File: src/rtl/xdma_dsc_byp_arbiter_if.sv
// Bundle of requester-side and XDMA bypass-side signals for the descriptor-bypass arbiter.
// The arbiter connects through the master modport; user logic / XDMA models use slave.
interface xdma_dsc_byp_arbiter_if #(
   parameter int unsigned NUM_REQ = 4,
   parameter int unsigned ADDR_W  = 64,
   parameter int unsigned LEN_W   = 28
);
   localparam int unsigned GW = $clog2(NUM_REQ);

   // Requester side
   logic [NUM_REQ-1:0]        req_valid;
   logic [NUM_REQ-1:0]        req_ready;
   logic [NUM_REQ*ADDR_W-1:0] req_src_addr;
   logic [NUM_REQ*ADDR_W-1:0] req_dst_addr;
   logic [NUM_REQ*LEN_W-1:0]  req_len;
   logic [NUM_REQ*16-1:0]     req_ctl;
   logic [NUM_REQ-1:0]        req_done;

   // XDMA descriptor-bypass side
   logic                      dsc_byp_load;
   logic [ADDR_W-1:0]         dsc_byp_src_addr;
   logic [ADDR_W-1:0]         dsc_byp_dst_addr;
   logic [LEN_W-1:0]          dsc_byp_len;
   logic [15:0]               dsc_byp_ctl;
   logic                      dsc_byp_ready;

   // Status
   logic [GW-1:0]             grant_id;
   logic                      busy;

   modport master (
      input  req_valid, req_src_addr, req_dst_addr, req_len, req_ctl, dsc_byp_ready,
      output req_ready, req_done, dsc_byp_load, dsc_byp_src_addr, dsc_byp_dst_addr,
             dsc_byp_len, dsc_byp_ctl, grant_id, busy
   );

   modport slave (
      output req_valid, req_src_addr, req_dst_addr, req_len, req_ctl, dsc_byp_ready,
      input  req_ready, req_done, dsc_byp_load, dsc_byp_src_addr, dsc_byp_dst_addr,
             dsc_byp_len, dsc_byp_ctl, grant_id, busy
   );
endinterface

File: src/rtl/xdma_dsc_byp_arbiter.sv
// Round-robin descriptor-bypass arbiter for one XDMA channel direction. Accepted descriptors
// are split so that no chunk crosses a 2^CHUNK_LOG2-byte boundary on the host-side address.
module xdma_dsc_byp_arbiter #(
   parameter int unsigned NUM_REQ    = 4,
   parameter int unsigned ADDR_W     = 64,
   parameter int unsigned LEN_W      = 28,
   parameter int unsigned CHUNK_LOG2 = 12,
   parameter bit          DIR_C2H    = 1'b0
) (
   input logic                    axi_aclk,
   input logic                    axi_areset,
   xdma_dsc_byp_arbiter_if.master bus
);
   localparam int unsigned GW = $clog2(NUM_REQ);
   localparam logic [LEN_W:0] ChunkMax = {{LEN_W{1'b0}}, 1'b1} << CHUNK_LOG2;

   typedef enum logic [0:0] {StIdle, StIssue} state_e;

   state_e              state_q;
   logic [ADDR_W-1:0]   src_q, dst_q;
   logic [LEN_W-1:0]    rem_q;
   logic [15:0]         ctl_q;
   logic [GW-1:0]       grant_q, rr_ptr_q;
   logic [NUM_REQ-1:0]  done_q;

   logic                sel_found;
   logic [GW-1:0]       sel_idx;
   int unsigned         idx;
   logic [ADDR_W-1:0]   sel_src, sel_dst;
   logic [LEN_W-1:0]    sel_len;
   logic [15:0]         sel_ctl;

   logic [CHUNK_LOG2-1:0] host_off;
   logic [LEN_W:0]        room;
   logic                  is_final;
   logic [LEN_W-1:0]      chunk;
   logic                  issue, load;
   logic [NUM_REQ-1:0]    ready_vec, final_vec;

   // Pick the first valid requester at or after rr_ptr, wrapping around
   always_comb begin
      sel_found = 1'b0;
      sel_idx   = '0;
      idx       = 0;
      for (int unsigned k = 0; k < NUM_REQ; k++) begin
         idx = (32'(rr_ptr_q) + k) % NUM_REQ;
         if (!sel_found && bus.req_valid[GW'(idx)]) begin
            sel_found = 1'b1;
            sel_idx   = GW'(idx);
         end
      end
   end

   assign sel_src = bus.req_src_addr[32'(sel_idx)*ADDR_W +: ADDR_W];
   assign sel_dst = bus.req_dst_addr[32'(sel_idx)*ADDR_W +: ADDR_W];
   assign sel_len = bus.req_len[32'(sel_idx)*LEN_W +: LEN_W];
   assign sel_ctl = bus.req_ctl[32'(sel_idx)*16 +: 16];

   // Chunk size: bytes left to the next boundary on the host address, capped by remainder
   always_comb begin
      host_off = DIR_C2H ? dst_q[CHUNK_LOG2-1:0] : src_q[CHUNK_LOG2-1:0];
      room     = ChunkMax - {{(LEN_W+1-CHUNK_LOG2){1'b0}}, host_off};
      is_final = ({1'b0, rem_q} <= room);
      // room never exceeds 2^CHUNK_LOG2 < 2^LEN_W, so the low bits hold it exactly
      chunk    = is_final ? rem_q : room[LEN_W-1:0];
   end

   assign issue = (state_q == StIssue);
   assign load  = issue & bus.dsc_byp_ready;

   // Combinational one-hot accept and final-chunk done vectors
   always_comb begin
      ready_vec = '0;
      final_vec = '0;
      if (!issue && sel_found && !axi_areset) ready_vec[sel_idx] = 1'b1;
      if (load && is_final) final_vec[grant_q] = 1'b1;
   end

   assign bus.req_ready        = ready_vec;
   assign bus.req_done         = done_q | final_vec;
   assign bus.dsc_byp_load     = load;
   assign bus.dsc_byp_src_addr = src_q;
   assign bus.dsc_byp_dst_addr = dst_q;
   assign bus.dsc_byp_len      = issue ? chunk : '0;
   // Stop/completed/EOP belong only on the last chunk of a descriptor
   assign bus.dsc_byp_ctl      = !issue ? '0 : (is_final ? ctl_q : (ctl_q & ~16'h0013));
   assign bus.grant_id         = grant_q;
   assign bus.busy             = issue;

   // Arbitration / issue state machine
   always_ff @(posedge axi_aclk or posedge axi_areset) begin
      if (axi_areset) begin
         state_q  <= StIdle;
         src_q    <= '0;
         dst_q    <= '0;
         rem_q    <= '0;
         ctl_q    <= '0;
         grant_q  <= '0;
         rr_ptr_q <= '0;
         done_q   <= '0;
      end else begin
         done_q <= '0;
         unique case (state_q)
            StIdle: begin
               if (sel_found) begin
                  grant_q  <= sel_idx;
                  rr_ptr_q <= (sel_idx == GW'(NUM_REQ - 1)) ? '0 : sel_idx + 1'b1;
                  src_q    <= sel_src;
                  dst_q    <= sel_dst;
                  rem_q    <= sel_len;
                  ctl_q    <= sel_ctl;
                  // Zero-length descriptors complete without touching the bypass port
                  if (sel_len == '0) done_q[sel_idx] <= 1'b1;
                  else               state_q         <= StIssue;
               end
            end
            StIssue: begin
               if (bus.dsc_byp_ready) begin
                  src_q <= src_q + ADDR_W'(chunk);
                  dst_q <= dst_q + ADDR_W'(chunk);
                  rem_q <= rem_q - chunk;
                  if (is_final) state_q <= StIdle;
               end
            end
            default: state_q <= StIdle;
         endcase
      end
   end
endmodule

File: src/flat_wrapper.sv
// flat-port wrapper written by rule: the top's interface ports become plain ports
module xdma_dsc_byp_arbiter_flat 
#(
   parameter int unsigned NUM_REQ    = 4,
   parameter int unsigned ADDR_W     = 64,
   parameter int unsigned LEN_W      = 28,
   parameter int unsigned CHUNK_LOG2 = 12,
   parameter bit          DIR_C2H    = 1'b0
)
  (axi_aclk, axi_areset, bus_req_valid, bus_req_src_addr, bus_req_dst_addr, bus_req_len, bus_req_ctl, bus_dsc_byp_ready, bus_req_ready, bus_req_done, bus_dsc_byp_load, bus_dsc_byp_src_addr, bus_dsc_byp_dst_addr, bus_dsc_byp_len, bus_dsc_byp_ctl, bus_grant_id, bus_busy);
  xdma_dsc_byp_arbiter_if #(.NUM_REQ(NUM_REQ), .ADDR_W(ADDR_W), .LEN_W(LEN_W)) bus_i ();
  input logic axi_aclk;
  input logic axi_areset;
  input wire logic [$bits(bus_i.req_valid)-1:0] bus_req_valid;
  input wire logic [$bits(bus_i.req_src_addr)-1:0] bus_req_src_addr;
  input wire logic [$bits(bus_i.req_dst_addr)-1:0] bus_req_dst_addr;
  input wire logic [$bits(bus_i.req_len)-1:0] bus_req_len;
  input wire logic [$bits(bus_i.req_ctl)-1:0] bus_req_ctl;
  input wire logic [$bits(bus_i.dsc_byp_ready)-1:0] bus_dsc_byp_ready;
  output wire logic [$bits(bus_i.req_ready)-1:0] bus_req_ready;
  output wire logic [$bits(bus_i.req_done)-1:0] bus_req_done;
  output wire logic [$bits(bus_i.dsc_byp_load)-1:0] bus_dsc_byp_load;
  output wire logic [$bits(bus_i.dsc_byp_src_addr)-1:0] bus_dsc_byp_src_addr;
  output wire logic [$bits(bus_i.dsc_byp_dst_addr)-1:0] bus_dsc_byp_dst_addr;
  output wire logic [$bits(bus_i.dsc_byp_len)-1:0] bus_dsc_byp_len;
  output wire logic [$bits(bus_i.dsc_byp_ctl)-1:0] bus_dsc_byp_ctl;
  output wire logic [$bits(bus_i.grant_id)-1:0] bus_grant_id;
  output wire logic [$bits(bus_i.busy)-1:0] bus_busy;
  assign bus_i.req_valid = bus_req_valid;
  assign bus_i.req_src_addr = bus_req_src_addr;
  assign bus_i.req_dst_addr = bus_req_dst_addr;
  assign bus_i.req_len = bus_req_len;
  assign bus_i.req_ctl = bus_req_ctl;
  assign bus_i.dsc_byp_ready = bus_dsc_byp_ready;
  assign bus_req_ready = bus_i.req_ready;
  assign bus_req_done = bus_i.req_done;
  assign bus_dsc_byp_load = bus_i.dsc_byp_load;
  assign bus_dsc_byp_src_addr = bus_i.dsc_byp_src_addr;
  assign bus_dsc_byp_dst_addr = bus_i.dsc_byp_dst_addr;
  assign bus_dsc_byp_len = bus_i.dsc_byp_len;
  assign bus_dsc_byp_ctl = bus_i.dsc_byp_ctl;
  assign bus_grant_id = bus_i.grant_id;
  assign bus_busy = bus_i.busy;
  xdma_dsc_byp_arbiter #(.NUM_REQ(NUM_REQ), .ADDR_W(ADDR_W), .LEN_W(LEN_W), .CHUNK_LOG2(CHUNK_LOG2), .DIR_C2H(DIR_C2H)) u_core (.axi_aclk(axi_aclk), .axi_areset(axi_areset), .bus(bus_i));
endmodule
File: config.mk
export PLATFORM = sky130hd
export DESIGN_NAME = xdma_dsc_byp_arbiter_flat
export DESIGN_NICKNAME = d
export VERILOG_FILES = /design/src/rtl/xdma_dsc_byp_arbiter_if.sv /design/src/rtl/xdma_dsc_byp_arbiter.sv /design/src/flat_wrapper.sv
export SDC_FILE = /design/constraint.sdc
export NUM_CORES = 1
export LEC_CHECK = 0
export CORE_AREA = 2 2 344 346
export DETAILED_ROUTE_END_ITERATION = 10
export DIE_AREA = 0 0 346 348
export GPL_TIMING_DRIVEN = 0
export PLACE_DENSITY = 0.44
export SLEW_MARGIN = 20
export SYNTH_ARGS = -nofsm -noshare
export SYNTH_HDL_FRONTEND = slang
export SYNTH_SLANG_ARGS = --single-unit
File: constraint.sdc
create_clock -name axi_aclk -period 6.8 [get_ports axi_aclk]
set_input_delay 0.68 -clock axi_aclk [delete_from_list [all_inputs] [get_ports axi_aclk]]
set_output_delay 0.68 -clock axi_aclk [all_outputs]
set_load 0.05 [all_outputs]
==> results by group <==
Final layout
  • P&R area growth vs syn: 64.3%
  • Layout cells sized above 1: 6.78%
  • Final nets: 4653
  • Final Cell Area: 31800 um2
  • # fillers: 13100

Placement
  • Detailed Place HPWL: 146000 um
  • Gpl congestion: 0.941
  • DP Area: 30500 um2
  • Port bufs: 863
  • Pre-CTS WS: -1930 ps

Synthesis
  • Synth Area in Compound Gates: 23.2%
  • Register area share after synthesis: 23.4%
  • Synthesized area: 19400 um2
  • Synth warnings: 0
  • Simple logic cell fraction of the synthesized area: 36.8%
  • Largest family of logic cells by synthesized area: simple AND/OR/NAND/NOR gates
  • Top FF cell, synth: dfrtp_1
  • Synth async-reset ratio: 100%
  • Seq cells post-synth: 181
  • Synth cell types: 83
  • Post-Synth Adder-Cell Area: 5.93%
  • Post-Synth XOR/XNOR Area: 2.53%
  • Syn avg cell area: 6.68 um2
  • Post-synth EDFFs: 0
  • Post-Synthesis Cells: 2902
  • Post-synthesis mux area share: 2.00%

Route
  • DR iter-0 viols: 2488
  • DRT Wirelength: 179000 um
  • Wire per inst: 32.9 um
  • DRC Markers: 0
  • Vias: 27500
  • DRT Pass-1 Iters: 6
  • Avg Vias per Cell: 5.06
  • DRT antenna net count: 0

Clocking
  • Clock Latency Late Sink: 560 ps
  • Sink Count: 181
  • CTS tree: yes
  • Root buf cell: clkbuf_16
  • Clock transition at path regs: 90 ps
  • CTS max path bufs: 2
  • Htree depth: 4
  • CTS buffer count: 17

Setup path
  • R2R Path Start: u_core.bus.dsc_byp_src_addr[0]
  • Crit path top cell by count: inv_1
  • Critical-path top delay cell: or4_1
  • Crit path kind: flip-flop to flip-flop
  • Depth of the worst register-to-register path: 24
  • Crit path largest cell delay: 570 ps
  • Crit path from: u_core.bus.dsc_byp_src_addr[0]
  • CP endpoint kind: flip-flop
  • Type of origin of the critical path: flip-flop
  • CP Cell Sequence: inv_1, ha_1, inv_1, or4_1, nor3_2, inv_1, ha_1, nand4_1, a211oi_2, a2111oi_4, o211ai_4, buf_12, mux2i_4, inv_1, ha_2, a211oi_2, o211ai_1, a221o_1, o2111ai_2, a211oi_2, or2_4, nand2_1, or4b_1, o211ai_1
  • Largest fanout on the critical path: 10
  • WP data required: 7270 ps
  • Arr. time, crit path: 7080 ps
  • R2R Setup Slk: 190 ps
  • Reg2reg end: u_core.bus.dsc_byp_dst_addr[59]

Die
  • Die area: 120000 um2
  • Ports: 879
  • Die Y: 348 um
  • Row count: 126
  • CORE AREA: 117000 um2
  • Die Width: 346 um
  • Initial Utilization: 16.6%

Min path
  • Worst Hold Class: primary input to asynchronous set/reset pin

Global route
  • Total GRT Usage: 28.6%
  • First-pass GRT wire length: 235000 um
  • Vias in the first global route: 26700
  • Initial antenna violation count: 43
  • Total gr overflow: 0
  • Largest net degree at the start of global routing: 86

STA
  • Clock skew: 34.4 ps
  • RSZ-0062 raised after global routing: yes
  • Final setup fails: 0
  • TNS Setup: 0 ps
  • Max Fclk: 151 MHz
  • Hold Violations, Final: 0
  • Rel. slew slack: 14.7%
  • Period utilisation layout: 97.2%
  • WHS: 469 ps
  • Max-slew violation count: 0
  • Final min period: 6610 ps
  • Final worst slack: 188 ps
  • Worst-margin pin slew: 1280 ps

Power and ir drop
  • Pwr dens: 465 nW/um2
  • Leakage power: 0.0130 uW
  • Power Total: 14800 uW
  • Peak VDD IR: 205 uV

Outcome
  • Status: finished, final reports clean

Run
  • Maxcap violations: 0
## sequential cells by signal, summed over array words and instances (netlist names)
signal	flops
u_core.ctl_q	16
u_core.bus.grant_id	2
u_core.rr_ptr_q	2
u_core.rem_q	28
u_core.done_q	4
u_core.bus.dsc_byp_dst_addr	64
u_core.bus.busy	1
u_core.bus.dsc_byp_src_addr	64
## cell usage in the layout, fill, tap and decap left out, types with 13 or more instances in the layout
| master | synthesis | routed |
|---|---|---|
| or3_1 | 15 | 15 |
| a21oi_1 | 186 | 178 |
| o22ai_1 | 19 | 19 |
| a311oi_1 | 47 | 46 |
| mux2i_1 | 25 | 20 |
| a32oi_1 | 19 | 19 |
| nor3b_1 | 42 | 41 |
| nand2b_1 | 13 | 13 |
| and3_1 | 73 | 72 |
| diode_2 | 0 | 17 |
| a21o_1 | 51 | 51 |
| conb_1 | 1 | 45 |
| and2_1 | 30 | 30 |
| clkbuf_1 | 166 | 113 |
| dfrtp_1 | 181 | 178 |
| xor2_1 | 15 | 14 |
| inv_1 | 58 | 56 |
| o21a_1 | 14 | 14 |
| o311ai_0 | 13 | 13 |
| xnor2_1 | 41 | 40 |
| a31oi_1 | 39 | 35 |
| clkbuf_2 | 0 | 45 |
| o211ai_1 | 18 | 18 |
| nor2_1 | 145 | 139 |
| buf_1 | 37 | 27 |
| buf_2 | 12 | 24 |
| nand4_1 | 23 | 23 |
| nand3_1 | 345 | 345 |
| ha_1 | 87 | 82 |
| nor3_1 | 36 | 29 |
| clkbuf_16 | 0 | 17 |
| buf_4 | 15 | 46 |
| o21ai_0 | 104 | 96 |
| a211oi_1 | 74 | 70 |
| clkdlybuf4s50_1 | 0 | 863 |
| nand2_1 | 793 | 793 |
## worst max-delay path: cells and delay by family, from the launching register on
kind	cells	cell delay, ps
buf+inv	5	670
compound gates	9	2020
mux	1	310
flops	1	510
simple gates	6	2040
fa+ha+maj	3	960
## kinds of logic after synthesis
logic type               count (synthesis)
AND/OR/NAND/NOR                       1570
XOR/XNOR                                56
multiplexers                            36
adder cells (fa/ha/maj)                 90
other                                    1
AO/OA/AOI/OAI                          675
buffers and inverters                  293
flip-flops                             181
## cells in the mapped netlist, drive strengths merged (23+ instances only)
| master | instances | share of area [%] |
|---|---|---|
| and3 | 73 | 2.4 |
| nand4 | 23 | 0.74 |
| nor3 | 37 | 0.98 |
| clkbuf | 166 | 3.2 |
| nand2 | 793 | 15 |
| dfrtp | 181 | 23 |
| nor2 | 146 | 2.8 |
| a31oi | 39 | 1.3 |
| nand3 | 346 | 9.0 |
| a21oi | 186 | 4.8 |
| a311oi | 47 | 2.1 |
| mux2i | 30 | 1.6 |
| inv | 59 | 1.1 |
| buf | 65 | 1.7 |
| and2 | 30 | 0.97 |
| xnor2 | 41 | 1.9 |
| a21o | 51 | 2.0 |
| nor3b | 42 | 1.6 |
| ha | 87 | 5.6 |
| o21ai | 104 | 2.7 |
| a211oi | 75 | 2.9 |
## per-layer routing
layer / track usage, % / routed length, um
met4: 9.57 / 5700
met3: 5.63 / 13800
met5: 0 / 115
met1: 35.9 / 73700
met2: 48.9 / 85700
## worst max-delay path by stage
stage | to | slack, ps | cells past startpoint
3_3_place_gp | bus_req_ready[0] | -3150 | 4
4_1_cts | u_core.bus.dsc_byp_src_addr[27] | 20 | 25
3_5_place_dp | u_core.bus.dsc_byp_dst_addr[62] | -1930 | 24
5_1_grt | u_core.bus.dsc_byp_src_addr[42] | -40 | 28
2_1_floorplan | u_core.bus.dsc_byp_dst_addr[50] | 210 | 26
6_report | u_core.bus.dsc_byp_dst_addr[59] | 190 | 24
## timing repair
action | 4_1_cts | 5_1_grt
hold buffers | 0 | 0
pin swaps | 11 | 12
gates resized for setup | 64 | 35
endpoints found under the setup margin | 123 | 90
buffers inserted | 20 | 12
## layout make-up
type                    count  area [um2]  share of cell area, %
repair buffers            908        9170                   28.8
clock inverters            15         160                  0.503
inverters                  62         240                  0.755
plain buffers             226        1010                   3.19
well taps                1536        1920                   6.04
multi-input cells        2472       14300                   45.0
flip-flops and latches    181        4530                   14.2
clock buffers              17         425                   1.34
diodes                     17        42.5                  0.134
## where the power goes
group	internal (uW)	switching, uW
registers	1510	647
logic	3860	7650
clock network	492	629
total	5870	8930
## through the flow
| step | instances | util (%) |
|---|---|---|
| finish | 5434 | 27.2 |
| floorplan | 2946 | - |
| CTS | 5408 | 26.9 |
| global route | 5425 | 27.2 |
| global placement | 5345 | 25.7 |
| detailed placement | 5357 | 26.0 |
Power figures use the tool's default switching activity.
